===== src/rtl/adder_pkg.sv =====
// Shared types and helpers for the pipelined add/subtract datapath.
//   op_e           : operation select carried on in_op (OP_ADD=0, OP_SUB=1)
//   carry_in_for() : carry fed into the LSB chunk for a given operation
package adder_pkg;

  typedef enum logic {
    OP_ADD = 1'b0,
    OP_SUB = 1'b1
  } op_e;

  // Subtraction is a + ~b + 1; the borrow-in is folded in by inverting cin,
  // so SUB with cin=1 yields a - b - 1.
  function automatic logic carry_in_for(op_e op, logic cin);
    logic c;
    if (op == OP_SUB) begin
      c = ~cin;
    end else begin
      c = cin;
    end
    return c;
  endfunction

endpackage


===== src/rtl/adder_stage.sv =====
// Combinational CHUNK-bit ripple of full-adder cells, one per pipeline stage.
//   a, b  : in  CHUNK  operand chunk (b already inverted for subtraction)
//   cin   : in  1      carry into the chunk LSB
//   sum   : out CHUNK  chunk sum
//   cout  : out 1      carry out of the chunk MSB
//   cmsb  : out 1      carry into the chunk MSB (cmsb ^ cout is signed overflow)
module adder_stage #(
  parameter int CHUNK = 4
) (
  input  logic [CHUNK-1:0] a,
  input  logic [CHUNK-1:0] b,
  input  logic             cin,
  output logic [CHUNK-1:0] sum,
  output logic             cout,
  output logic             cmsb
);

  logic [CHUNK:0] carry_s;

  // Ripple the carry through CHUNK full-adder cells, LSB first.
  always_comb begin
    carry_s    = {(CHUNK+1){1'b0}};
    sum        = {CHUNK{1'b0}};
    carry_s[0] = cin;
    for (int i = 0; i < CHUNK; i++) begin
      sum[i]       = a[i] ^ b[i] ^ carry_s[i];
      carry_s[i+1] = (a[i] & b[i]) | (carry_s[i] & (a[i] ^ b[i]));
    end
    cout = carry_s[CHUNK];
    cmsb = carry_s[CHUNK-1];
  end

endmodule


===== src/rtl/pipelined_adder.sv =====
// Pipelined WIDTH-bit add/subtract unit with valid/ready on both sides.
// The operation is split into STAGES chunks of CHUNK bits; stage k adds
// bits [k*CHUNK +: CHUNK] using the carry registered by stage k-1.
//   clk, rst              : clock, synchronous active-high reset
//   in_valid / in_ready   : input handshake (in_ready = !out_valid || out_ready)
//   in_op, in_a, in_b     : operation and operands
//   in_cin                : carry-in (ADD) / borrow-in (SUB)
//   out_valid / out_ready : output handshake
//   out_sum, out_cout     : result and carry-out (NOT borrow-out for SUB)
//   out_ovf               : signed two's-complement overflow
module pipelined_adder
  import adder_pkg::*;
#(
  parameter int WIDTH  = 16,
  parameter int STAGES = 4
) (
  input  logic             clk,
  input  logic             rst,
  input  logic             in_valid,
  output logic             in_ready,
  input  op_e              in_op,
  input  logic [WIDTH-1:0] in_a,
  input  logic [WIDTH-1:0] in_b,
  input  logic             in_cin,
  output logic             out_valid,
  input  logic             out_ready,
  output logic [WIDTH-1:0] out_sum,
  output logic             out_cout,
  output logic             out_ovf
);

  localparam int CHUNK = WIDTH / STAGES;

  if ((STAGES < 1) || (STAGES > WIDTH) || ((WIDTH % STAGES) != 0)) begin : g_bad_cfg
    $fatal(1, "pipelined_adder: need 1 <= STAGES <= WIDTH and WIDTH a multiple of STAGES");
  end

  logic             advance_s;
  logic [WIDTH-1:0] b_eff_s;
  logic             c0_s;

  // Stage registers. Operands travel full width; each stage only consumes
  // its own chunk, the lower result bits accumulate in sum_r.
  logic             valid_r [STAGES];
  logic             carry_r [STAGES];
  logic [WIDTH-1:0] sum_r   [STAGES];
  logic [WIDTH-1:0] a_r     [STAGES];
  logic [WIDTH-1:0] b_r     [STAGES];
  logic             ovf_r;

  logic [CHUNK-1:0] st_a_s    [STAGES];
  logic [CHUNK-1:0] st_b_s    [STAGES];
  logic             st_cin_s  [STAGES];
  logic [CHUNK-1:0] st_sum_s  [STAGES];
  logic             st_cout_s [STAGES];
  logic             st_cmsb_s [STAGES];
  logic [WIDTH-1:0] sum_next_s[STAGES];

  // One global stall: the whole pipe moves only when the output slot frees.
  assign advance_s = !valid_r[STAGES-1] || out_ready;
  assign in_ready  = advance_s;

  assign out_valid = valid_r[STAGES-1];
  assign out_sum   = sum_r[STAGES-1];
  assign out_cout  = carry_r[STAGES-1];
  assign out_ovf   = ovf_r;

  // Fold the operation into an effective B operand and LSB carry.
  always_comb begin
    if (in_op == OP_SUB) begin
      b_eff_s = ~in_b;
    end else begin
      b_eff_s = in_b;
    end
    c0_s = carry_in_for(in_op, in_cin);
  end

  // Select each stage's operand chunk and incoming carry.
  always_comb begin
    st_a_s[0]   = in_a[CHUNK-1:0];
    st_b_s[0]   = b_eff_s[CHUNK-1:0];
    st_cin_s[0] = c0_s;
    for (int k = 1; k < STAGES; k++) begin
      st_a_s[k]   = a_r[k-1][k*CHUNK +: CHUNK];
      st_b_s[k]   = b_r[k-1][k*CHUNK +: CHUNK];
      st_cin_s[k] = carry_r[k-1];
    end
  end

  for (genvar k = 0; k < STAGES; k++) begin : g_stage
    adder_stage #(
      .CHUNK(CHUNK)
    ) u_stage (
      .a    (st_a_s[k]),
      .b    (st_b_s[k]),
      .cin  (st_cin_s[k]),
      .sum  (st_sum_s[k]),
      .cout (st_cout_s[k]),
      .cmsb (st_cmsb_s[k])
    );
  end

  // Merge each stage's new chunk into the partial sum handed down the pipe.
  always_comb begin
    sum_next_s[0]            = {WIDTH{1'b0}};
    sum_next_s[0][CHUNK-1:0] = st_sum_s[0];
    for (int k = 1; k < STAGES; k++) begin
      sum_next_s[k]                  = sum_r[k-1];
      sum_next_s[k][k*CHUNK +: CHUNK] = st_sum_s[k];
    end
  end

  // Stage registers: clear on reset, shift together on advance, else hold.
  always_ff @(posedge clk) begin
    if (rst) begin
      for (int k = 0; k < STAGES; k++) begin
        valid_r[k] <= 1'b0;
        carry_r[k] <= 1'b0;
        sum_r[k]   <= {WIDTH{1'b0}};
        a_r[k]     <= {WIDTH{1'b0}};
        b_r[k]     <= {WIDTH{1'b0}};
      end
      ovf_r <= 1'b0;
    end else if (advance_s) begin
      valid_r[0] <= in_valid && advance_s;
      a_r[0]     <= in_a;
      b_r[0]     <= b_eff_s;
      for (int k = 1; k < STAGES; k++) begin
        valid_r[k] <= valid_r[k-1];
        a_r[k]     <= a_r[k-1];
        b_r[k]     <= b_r[k-1];
      end
      for (int k = 0; k < STAGES; k++) begin
        carry_r[k] <= st_cout_s[k];
        sum_r[k]   <= sum_next_s[k];
      end
      // Signed overflow: carry into the MSB differs from carry out of it.
      ovf_r <= st_cmsb_s[STAGES-1] ^ st_cout_s[STAGES-1];
    end
  end

endmodule


===== config.mk =====
export PLATFORM = sky130hd
export DESIGN_NAME = pipelined_adder
export DESIGN_NICKNAME = d
export VERILOG_FILES = /design/src/rtl/adder_pkg.sv /design/src/rtl/adder_stage.sv /design/src/rtl/pipelined_adder.sv
export SDC_FILE = /design/constraint.sdc
export NUM_CORES = 1
export LEC_CHECK = 0
export BUFFER_PORTS_ARGS = -buffer_cell sky130_fd_sc_hd__buf_2
export CORE_ASPECT_RATIO = 0.75
export CORE_UTILIZATION = 52
export DETAILED_ROUTE_END_ITERATION = 8
export GPL_TIMING_DRIVEN = 0
export PLACE_DENSITY = 0.73
export SLEW_MARGIN = 20
export SYNTH_ARGS = -nofsm -noshare
export SYNTH_HDL_FRONTEND = slang
export SYNTH_SLANG_ARGS = --single-unit

===== constraint.sdc =====
create_clock -name clk -period 9.6 [get_ports clk]
set_clock_uncertainty 0.15 [all_clocks]
set_input_delay 1.92 -clock clk [delete_from_list [all_inputs] [get_ports clk]]
set_output_delay 1.92 -clock clk [all_outputs]
set_load 0.1 [all_outputs]

# [After elaboration in Yosys (flattened, before gate mapping)]
# Memory sizes are Yosys's and may differ from the RTL's.
# Index checks and enable logic that the tools add are counted.
[word_totals] regBits=1 mem_bits_rw=200 inputBits=38 out_inout_bits=20 elab_cells=139 n_memories=5
[classes] n_mux=27 bitwise_logic=103 n_reduce_logical=3
[memory_table] name="a_r" depth=4 width=16 read_ports=3 rd_ports_with_merged_regs=0 write_ports=4 line="pipelined_adder.sv:47" source="logic [WIDTH-1:0] a_r [STAGES];"
[memory_table] name="b_r" depth=4 width=16 read_ports=3 rd_ports_with_merged_regs=0 write_ports=4 line="pipelined_adder.sv:48" source="logic [WIDTH-1:0] b_r [STAGES];"
[memory_table] name="sum_r" depth=4 width=16 read_ports=4 rd_ports_with_merged_regs=0 write_ports=4 line="pipelined_adder.sv:46" source="logic [WIDTH-1:0] sum_r [STAGES];"
[memory_table] name="carry_r" depth=4 width=1 read_ports=4 rd_ports_with_merged_regs=0 write_ports=4 line="pipelined_adder.sv:45" source="logic carry_r [STAGES];"
[memory_table] name="valid_r" depth=4 width=1 read_ports=4 rd_ports_with_merged_regs=0 write_ports=4 line="pipelined_adder.sv:44" source="logic valid_r [STAGES];"
[ops] op="16-bit 2-to-1 mux" count=13
[ops] op="1-bit OR" count=36
[ops] op="1-bit bitwise XOR" count=33
[ops] op="1-bit AND" count=32
[ops] op="16-bit NOT" count=1
[ops] op="1-bit 2-to-1 mux" count=14
[ops] op="1-bit logical AND" count=1
[ops] op="1-bit logical NOT" count=1
[ops] op="1-bit logical OR" count=1
[ops] op="1-bit NOT" count=1

# [Longest topological paths before layout]
# Gate-level depths: netlist of run 1.
[logic_depth] ltp_word=12 mapped_depth=11 mapped_depth_nobuf=9

# [Modules after synthesis]
# From an unflattened synthesis of run 1, not the netlist that was laid out.
[hier_totals] hier_cells=288 hier_area_um2=4478.0
[modules_own_cells] module="pipelined_adder" n_inst=1 cells_each=240 area_per_inst_um2=4037.6 seq_area_each_um2=2902.8
[modules_own_cells] module="adder_stage" n_inst=4 cells_each=12 area_per_inst_um2=110.1 seq_area_each_um2=0.0

# [Least setup slack after synthesis of run 1]
# No wires, ideal clock.
[synth_timing] path_kind="input-to-reg" from="input rst" to="memory a_r[0][10] (enable)" arrival_time_ns=4.636 t_required_ns=8.979 setup_slack_ns=4.343 stages=3 path_cell_list="buf_2 buf_2 nand2b_1"
[synth_lines] element="from (decl)" line="pipelined_adder.sv:18" source="input logic rst,"
[synth_lines] element="to (decl)" line="pipelined_adder.sv:47"

# [Worst setup path after layout of run 1]
[layout_timing] from="input out_ready" to="output in_ready"
[layout_via] elab_chain_len=1
[layout_lines] element="from (decl)" line="pipelined_adder.sv:26" source="input logic out_ready,"
[layout_lines] element="1-bit logical OR" line="pipelined_adder.sv:60" source="assign advance_s = !valid_r[STAGES-1] || out_ready;"
[layout_lines] element="to (decl)" line="pipelined_adder.sv:20" source="output logic in_ready,"
# No other way between the ends.

==> results by group, run 1 <==
Run status
  – Outcome: completed

Critical path
  – Largest fanout on the critical path: 10
  – Worst Setup Path Type: primary input to output pin
  – Arr. time, crit path: 2.81 ns
  – Setup crit end kind: output pin
  – Element type at the critical path start: primary input
  – Required time worst endpoint: 7.53 ns

Logic synthesis
  – Main area contributors after synthesis: edfxtp_1, nor3b_1, fa_1
  – Post-synthesis adder-cell area fraction: 7.250%
  – Syn Inst Count: 279
  – Synth Area in Simple Gates: 17.84%
  – Sequential element share of the synthesized area: 65.70%
  – Post-synthesis compound-gate area fraction: 0.2832%
  – Mean post-synth cell area: 15.84 um^2
  – Syn_nets: 333
  – Library cells used by synthesis: 17
  – Top-area cell type share of the netlist area: 65.25%
  – Combinational family with the most area after synthesis: simple AND/OR/NAND/NOR gates
  – Xor/xnor share of the synthesized area: 3.568%
  – Cell Area, Synth: 4418 um^2
  – Mux share of post-synthesis cell area: 0%
  – Total of warnings raised by yosys: 0
  – Cell accounting for the most synthesized area: edfxtp_1
  – FF+latch count, synth: 97

Cells and area
  – Post-layout util: 63.70%
  – Share of post-route cells with drive strength above 1: 31.34%
  – P&R area growth vs syn: 16.17%
  – Nets@finish: 400
  – FILL cells: 610
  – Inserted Diodes: 0

Global routing
  – Largest net degree at the start of global routing: 61
  – Grt total ovfl: 0
  – Initial antenna violation count: 0
  – First-pass GRT wire length: 12020 um
  – Vias in the first global route: 2493
  – Overall routing resource usage: 18.77%

CTS
  – Clk sinks: 97
  – CTS resizes: 0
  – Root buf cell: clkbuf_16
  – Post-CTS setup repair buffer count: 0
  – Max Root-Sink Buffers: 2
  – Clock Latency Late Sink: 0.34 ns
  – H-tree depth: 3
  – CTS tree: built
  – Num CTS Buffers: 9
  – Cts hold-fix bufs: 0
  – Clock slew at reported path FFs: 0.06 ns

Place
  – Placement Setup Slack: 4.700 ns
  – I/O Buffers: 55
  – RePlAce Congestion: 0.7869
  – Detailed Place HPWL: 5037 um

Pwr
  – Leakage Power: 2.051 nW
  – Worst VDD drop: 95.70 uV
  – Cell Pwr Density: 184.2 nW/um^2

Drt
  – DR DRC count: 0
  – Routed WL: 7607 um
  – Routed WL per cell: 16.68 um
  – Vias per std cell: 5.241
  – Met3 wire length: 506 um
  – Pre-antenna DRT Iters: 4
  – Antenna-violating nets left: 0
  – Via count: 2390
  – Uppermost routed layer: met4
  – DR iter-0 viols: 134
  – Post-Route M1 WL: 3143 um
  – Routed wire length on met2: 3871 um

STA
  – Final Hold Vio Count: 0
  – Setup_tns: 0 ns
  – Fin. max-slew vios: 0
  – RSZ-0062 raised after global routing: false
  – Final setup vio count: 0
  – Crit path time final: 4.884 ns
  – Fmax: 204.8 MHz
  – Period Utilization, post-route: 50.87%
  – Slew @ Worst Pin: 0.6337 ns
  – Final Worst Setup Slack: 4.716 ns
  – Relative slew slack: 57.75%

Die
  – Die Y: 81.83 um
  – Die outline area: 8873 um^2
  – DIE WIDTH: 108.4 um
  – Core area: 8058 um^2
  – I/O pin count: 58
  – Initial core utilization: 54.83%
  – Cell Rows: 28

Hold path
  – Hold Crit Class: flip-flop to flip-flop

Job
  – Max-cap violations: 0
-- synth_stat cells, drive strengths merged --
cell type and instances:
edfxtp 96, nor3b 76, inv 24, nor3 21, buf 17, fa 16
xnor2 16, clkbuf 7, xor2 2, a211oi 1, dfxtp 1, nand2b 1
nor2b 1
-- cells by family after synthesis --
kind of cell,count (synthesis)
flops,97
compound gates,1
simple gates,99
xor+xnor,18
fa+ha+maj,16
buf+inv,48
-- critical path, stage by stage --
cell     delay [ns]
buf_2          0.10
nor2b_1        0.15
buf_6          0.15
buf_6          0.16
inv_2          0.05
buf_2          0.28
-- cells in the final DEF (no fill, tap or decap) --
cell        Yosys  final
inv_2           1      1
xnor2_1        16     16
inv_1          23     23
nor2b_1         1      1
buf_4           4      4
clkinvlp_4      0      3
buf_2           9     64
clkbuf_1        7      7
nor3_1          1      1
buf_16          0      1
nand2b_4        0      1
edfxtp_1       96     96
nor3_2         20     20
clkbuf_16       0      9
dfxtp_1         1      1
a211oi_2        1      1
clkinv_4        0      2
clkinv_1        0      2
buf_6           4      4
fa_1           16     16
xor2_1          2      2
nor3b_1        76     76
-- layout make-up --
type	count	area [um^2]	share of cell area (%)
Buffer	24	146.4	2.852
Clock buffer	9	225.2	4.388
Clock inverter	7	47.55	0.9264
Inverter	24	90.09	1.755
Multi-Input combinational cell	134	1286	25.06
Sequential cell	97	2903	56.56
Tap cell	105	131.4	2.560
Timing Repair Buffer	56	302.8	5.900
-- power breakdown --
part / switching (mW) / internal (mW)
clock: 0.150 / 0.174
combinational: 0.0728 / 0.0406
sequential: 0.00837 / 0.499
-- worst paths after layout --
check,from,endpoint,slack [ns],depth (start not counted)
max,out_ready,in_ready,4.72,6
min,out_ovf$_SDFFE_PP0N_,out_ovf$_SDFFE_PP0N_,0.44,2
max reg2reg,b_r[0][44]$_SDFFCE_PN0P_,out_ovf$_SDFFE_PP0N_,6.87,8
min reg2reg,out_ovf$_SDFFE_PP0N_,out_ovf$_SDFFE_PP0N_,0.44,2
-- layer usage --
layer | vias up | global-route usage [%]
met4 | 0 | 4.324
met2 | 83 | 32.97
met1 | 1168 | 23.11
met3 | 11 | 5.556
li1 | 1128 | -
met5 | - | 0
-- flip-flops by register name, indices dropped and copies added (netlist names) --
register / count
sum_r: 40
a_r: 24
b_r: 24
carry_r: 4
valid_r: 4
out_ovf: 1
-- metrics by stage --
stage | total power [mW] | instance area, um^2 | instances | hold WS (ns)
final | 0.9451 | 5132 | 456 | 0.4444
after floorplan | 0.6019 | 4418 | 279 | 0.4197
after global placement | 0.6260 | 4825 | 439 | 0.4202
after global routing | 0.9761 | 5132 | 456 | 0.4645
after CTS | 0.9483 | 5132 | 456 | 0.4496
after detailed placement | 0.6299 | 4860 | 440 | 0.4366
(Power assumes the default switching activity.)
==> run 2: changes to the inputs <==
--- a/config.mk
+++ b/config.mk
@@ -10,7 +10,7 @@
 export CORE_UTILIZATION = 52
 export DETAILED_ROUTE_END_ITERATION = 8
 export GPL_TIMING_DRIVEN = 0
-export PLACE_DENSITY = 0.73
+export PLACE_DENSITY = 0.76
 export SLEW_MARGIN = 20
 export SYNTH_ARGS = -nofsm -noshare
 export SYNTH_HDL_FRONTEND = slang
==> constraint.sdc (replaced) <==
create_clock -name clk -period 4 [get_ports clk]
set_clock_uncertainty 0.15 [all_clocks]
set_input_delay 0.8 -clock clk [delete_from_list [all_inputs] [get_ports clk]]
set_output_delay 0.8 -clock clk [all_outputs]
set_load 0.1 [all_outputs]
==> run 2 against run 1 <==
- final cell count did not move
- critical path depth rose by 5
- worst setup slack got worse by 3.7 ns
- combinational power rose by 140%
- final area rose by 1.4%
- via count fell by 1.5%
- sequential power rose by 140%
- largest power group unchanged
- wire length rose by 1.9%
- count of clock-buffer cells in the layout did not move
- power rose to 2.6 times the previous value
- core utilization rose by 0.89 points
- flip-flop and latch count did not move
==> results by group, run 2 (synthesis results as in run 1) <==
Run status
  – Outcome: completed

Pwr
  – Total power: 2.463 mW
  – Worst VDD drop: 353.2 uV
  – Leakage Power: 2.090 nW
  – Cell Pwr Density: 473.4 nW/um^2

CTS
  – Clock slew at reported path FFs: 0.06 ns
  – Post-CTS setup repair buffer count: 0
  – CTS resizes: 0
  – Clk sinks: 97
  – Num CTS Buffers: 9
  – H-tree depth: 3
  – Root buf cell: clkbuf_16
  – Cts hold-fix bufs: 0
  – Max Root-Sink Buffers: 2
  – Clock Latency Late Sink: 0.34 ns
  – CTS tree: built

Drt
  – Routed WL per cell: 17.00 um
  – Routed WL: 7753 um
  – Pre-antenna DRT Iters: 4
  – Via count: 2353
  – DR iter-0 viols: 151
  – Antenna-violating nets left: 0
  – Vias per std cell: 5.160
  – DR DRC count: 0

Critical path
  – Worst Setup Path Type: primary input to flip-flop
  – CP dominant cell by count: fa_1
  – Max incr delay on CP: 0.40 ns
  – Setup crit end kind: flip-flop
  – CP bufs+invs: 5
  – Element type at the critical path start: primary input
  – Largest fanout on the critical path: 10
  – CP delay by family, top: adder cells
  – CP cell instances: buf_4 -> buf_4 -> xnor2_1 -> fa_1 -> inv_1 -> fa_1 -> inv_1 -> fa_1 -> inv_1 -> fa_1 -> nor3b_1
  – Required time worst endpoint: 3.94 ns
  – Arr. time, crit path: 2.95 ns
  – Crit-path slowest cell: fa_1

Cells and area
  – Post-layout util: 64.58%
  – Nets@finish: 400
  – Final std cells w/o fill: 456
  – Most frequent cells in the layout: edfxtp_1, nor3b_1, buf_2, inv_1, nor3_2
  – Largest regs: sum_r: 40 flops, a_r: 24 flops, b_r: 24 flops
  – P&R area growth vs syn: 17.79%
  – Largest register FFs: 40
  – Most common cell after layout, fill and taps aside: edfxtp_1
  – Inserted Diodes: 0
  – Share of post-route cells with drive strength above 1: 31.91%
  – FILL cells: 598
  – Biggest register: sum_r

Die
  – Die Y: 81.83 um
  – Die outline area: 8873 um^2
  – Core area: 8058 um^2
  – Cell Rows: 28
  – Initial core utilization: 54.83%
  – DIE WIDTH: 108.4 um
  – I/O pin count: 58

Place
  – Inst Count DP: 440
  – RePlAce Congestion: 0.7504
  – I/O Buffers: 55
  – Detailed Place HPWL: 5127 um

STA
  – Fmax: 331.5 MHz
  – Setup_tns: 0 ns
  – RSZ-0062 raised after global routing: false
  – Final Hold Vio Count: 0
  – Final setup vio count: 0
  – Period Utilization, post-route: 75.42%
  – Slew @ Worst Pin: 0.6879 ns
  – Fin. max-slew vios: 0
  – Crit path time final: 3.017 ns
  – Relative slew slack: 54.14%

Global routing
  – First-pass GRT wire length: 12540 um
  – Overall routing resource usage: 20.06%
  – Initial antenna violation count: 0
  – Grt total ovfl: 0
  – Vias in the first global route: 2415
  – Largest net degree at the start of global routing: 59

Hold path
  – Hold Crit Class: flip-flop to flip-flop

Job
  – Max-cap violations: 0
## run 2: final cells by class
cell class / instances / area [um^2] / area share (%)
flip-flops and latches: 97 / 2903 / 55.78
repair buffers: 56 / 302.8 / 5.819
clock inverters: 7 / 118.9 / 2.284
inverters: 24 / 90.09 / 1.731
multi-input cells: 134 / 1286 / 24.72
plain buffers: 24 / 146.4 / 2.813
well taps: 105 / 131.4 / 2.525
clock buffers: 9 / 225.2 / 4.328
## run 2: report_power, final
| part | leakage (nW) | internal, mW | switching [mW] |
|---|---|---|---|
| logic | 0.780 | 0.0968 | 0.173 |
| registers | 1.15 | 1.20 | 0.0195 |
| clock network | 0.162 | 0.610 | 0.366 |
| total | 2.09 | 1.90 | 0.559 |
## run 2: metrics by stage
step           hold slack (ns)  area (um^2)  worst slack [ns]
6_report                0.4540         5204            0.9831
5_1_grt                 0.4708         5204            0.8299
4_1_cts                 0.4531         5204            0.9904
3_5_place_dp            0.4328         4860            0.6250
3_3_place_gp            0.4200         4827            0.4497
2_1_floorplan           0.4197         4420            0.7429
## run 2: worst paths after layout
kind,from,endpoint,slack (ns),cells past startpoint
worst max-delay path,in_op,sum_r[0][3]$_SDFFCE_PN0P_,0.98,11
worst min-delay path,sum_r[0][42]$_SDFFCE_PN0P_,sum_r[0][58]$_SDFFCE_PN0P_,0.45,1
worst max register to register,b_r[0][44]$_SDFFCE_PN0P_,out_ovf$_SDFFE_PP0N_,1.28,8
worst min register to register,sum_r[0][42]$_SDFFCE_PN0P_,sum_r[0][58]$_SDFFCE_PN0P_,0.45,1
## run 2: per-layer routing
metal / GRT usage [%] / wire [um] / vias up
li1: - / - / 1128
met1: 25.11 / 3237 / 1145
met2: 33.23 / 3855 / 74
met3: 7.143 / 588 / 6
met4: 5.811 / 71 / 0
met5: 0 / 0 / -
==> run 3: changes to the inputs <==
==> constraint.sdc (replaced) <==
create_clock -name clk -period 2.7 [get_ports clk]
set_clock_uncertainty 0.15 [all_clocks]
set_input_delay 0.54 -clock clk [delete_from_list [all_inputs] [get_ports clk]]
set_output_delay 0.54 -clock clk [all_outputs]
set_load 0.1 [all_outputs]
==> run 3 against run 2 <==
- die area unchanged
- register-to-register slack worse by 1.2 ns
- critical path type is now flip-flop to flip-flop
- final area decreased by 0.17%
- worst setup slack lost 0.86 ns
- sequential power increased by 48%
==> results by group, run 3 (synthesis results as in run 1) <==
Critical path
  – CP bufs+invs: 2
  – CP cell instances: fa_1 -> inv_1 -> fa_1 -> inv_1 -> fa_2 -> fa_2 -> nor3b_2
  – Required time worst endpoint: 2.65 ns
  – Largest fanout on the critical path: 2
  – Reg2Reg Launch Point: b_r[0][44]$_SDFFCE_PN0P_
  – CP delay by family, top: adder cells
  – Max incr delay on CP: 0.46 ns
  – Element type at the critical path start: flip-flop
  – Worst r2r dst: sum_r[0][63]$_SDFFCE_PN0P_
  – Worst Setup Path Type: flip-flop to flip-flop
  – Setup crit end kind: flip-flop
  – Crit-path slowest cell: fa_2
  – R2R setup slack: 0.12 ns
  – Arr. time, crit path: 2.52 ns
  – Reg2Reg Depth: 7

Place
  – I/O Buffers: 55
  – Dpl cell area: 4881 um^2
  – RePlAce Congestion: 0.7399
  – Detailed Place HPWL: 5104 um

Global routing
  – Grt total ovfl: 0
  – First-pass GRT wire length: 12560 um
  – Vias in the first global route: 2427
  – Largest net degree at the start of global routing: 62
  – Overall routing resource usage: 20.25%
  – Initial antenna violation count: 0

CTS
  – CTS tree: built
  – Clock Latency Late Sink: 0.35 ns
  – Num CTS Buffers: 9
  – Cts hold-fix bufs: 0
  – Root buf cell: clkbuf_16
  – Max Root-Sink Buffers: 2
  – Post-CTS setup repair buffer count: 0
  – Clock slew at reported path FFs: 0.07 ns
  – Clk sinks: 97
  – H-tree depth: 3

Drt
  – DR iter-0 viols: 153
  – Antenna-violating nets left: 0
  – Routed WL: 7705 um
  – Vias per std cell: 5.259
  – DR DRC count: 0
  – Via count: 2393
  – Routed WL per cell: 16.93 um
  – Pre-antenna DRT Iters: 5

STA
  – Fmax: 388.3 MHz
  – Period Utilization, post-route: 95.39%
  – Final setup vio count: 0
  – Crit path time final: 2.575 ns
  – Slew @ Worst Pin: 0.7207 ns
  – Final Hold Vio Count: 0
  – Fin. max-slew vios: 0
  – RSZ-0062 raised after global routing: false
  – Relative slew slack: 51.96%

Cells and area
  – Biggest register: sum_r
  – Multi-input logic area: 1314 um^2
  – P&R area growth vs syn: 17.59%
  – Inserted Diodes: 0
  – Most frequent cells in the layout: edfxtp_1, nor3b_1, buf_2, inv_1, nor3_2
  – FILL cells: 597
  – Largest regs: sum_r: 40 flops, a_r: 24 flops, b_r: 24 flops
  – Share of post-route cells with drive strength above 1: 32.86%
  – Most common cell after layout, fill and taps aside: edfxtp_1
  – Area taken by flip-flops and latches: 2903 um^2
  – Nets@finish: 399
  – Largest register FFs: 40
  – Fin area: 5195 um^2

Die
  – DIE WIDTH: 108.4 um
  – Die outline area: 8873 um^2
  – Core area: 8058 um^2
  – I/O pin count: 58
  – Cell Rows: 28
  – Initial core utilization: 54.83%
  – Die Y: 81.83 um

Pwr
  – Total power: 3.537 mW
  – Cell Pwr Density: 680.9 nW/um^2
  – Worst VDD drop: 512.9 uV
  – Leakage Power: 2.087 nW

Hold path
  – Hold path endpoint: b_r[0][15]$_SDFFCE_PN0P_
  – Hold Crit Class: primary input to flip-flop
  – Hold depth: 3
  – Min-delay src: in_b[15]

Run status
  – Outcome: completed

Job
  – Max-cap violations: 0
[run 3: cell count changes in the layout (fill, tap and decap cells not counted), sizes merged]
cell and delta:
bufinv -1, clkinvlp -2, clkbuf +1, buf -1, clkinv +2
[run 3: worst reg2reg max path: cells and delay by family, from the launching register on]
family	cells	cell delay, ns
flip-flops	1	0.40
adder cells (fa/ha/maj)	4	1.48
AND/OR/NAND/NOR	1	0.16
buffers and inverters	2	0.14
[run 3: power by group]
group | internal [mW] | total, mW | switching (mW)
Sequential | 1.77 | 1.80 | 0.0297
Combinational | 0.145 | 0.403 | 0.258
Clock | 0.807 | 1.33 | 0.524
Total | 2.73 | 3.54 | 0.812
[run 3: stage by stage]
| step | setup TNS (ns) | worst slack, ns | utilization, % | std cells | hold WS [ns] |
|---|---|---|---|---|---|
| 2_1_floorplan | -0.1911 | -0.1746 | - | 279 | 0.4197 |
| 3_3_place_gp | -0.3528 | -0.2544 | 60.23 | 439 | 0.4202 |
| 3_5_place_dp | -0.4488 | -0.2765 | 60.57 | 440 | 0.4342 |
| 4_1_cts | 0 | 0.06540 | 64.47 | 456 | 0.3938 |
| 5_1_grt | 0 | 0.01280 | 64.47 | 455 | 0.3971 |
| 6_report | 0 | 0.1245 | 64.47 | 455 | 0.3983 |
[run 3: worst max-delay path by stage]
stage / startpoint / to / slack (ns) / depth (start not counted)
after floorplan: in_op / sum_r[0][3]$_SDFFCE_PN0P_ / -0.17 / 11
after global placement: in_op / sum_r[0][3]$_SDFFCE_PN0P_ / -0.25 / 11
after detailed placement: in_op / sum_r[0][3]$_SDFFCE_PN0P_ / -0.28 / 11
after CTS: b_r[0][44]$_SDFFCE_PN0P_ / out_ovf$_SDFFE_PP0N_ / 0.07 / 8
after global routing: b_r[0][44]$_SDFFCE_PN0P_ / sum_r[0][63]$_SDFFCE_PN0P_ / 0.01 / 7
final: b_r[0][44]$_SDFFCE_PN0P_ / sum_r[0][63]$_SDFFCE_PN0P_ / 0.12 / 7
[run 3: what timing repair did]
item | 4_1_cts | 5_1_grt
pin swaps | 0 | 0
resized for setup | 1 | 3
endpoints found under the setup margin | 1 | 4
[run 3: area by class of cell]
cell class,count,share of cell area (%)
Buffer,23,2.746
Clock buffer,10,4.408
Clock inverter,6,1.590
Inverter,24,1.734
Multi-Input combinational cell,134,25.29
Sequential cell,97,55.88
Tap cell,105,2.529
Timing Repair Buffer,56,5.829
[run 3: layer usage]
| metal | global-route usage [%] | routed length, um |
|---|---|---|
| met1 | 25.24 | 3241 |
| met2 | 33.23 | 3808 |
| met3 | 6.825 | 543 |
| met4 | 7.432 | 111 |
| met5 | 0 | 0 |
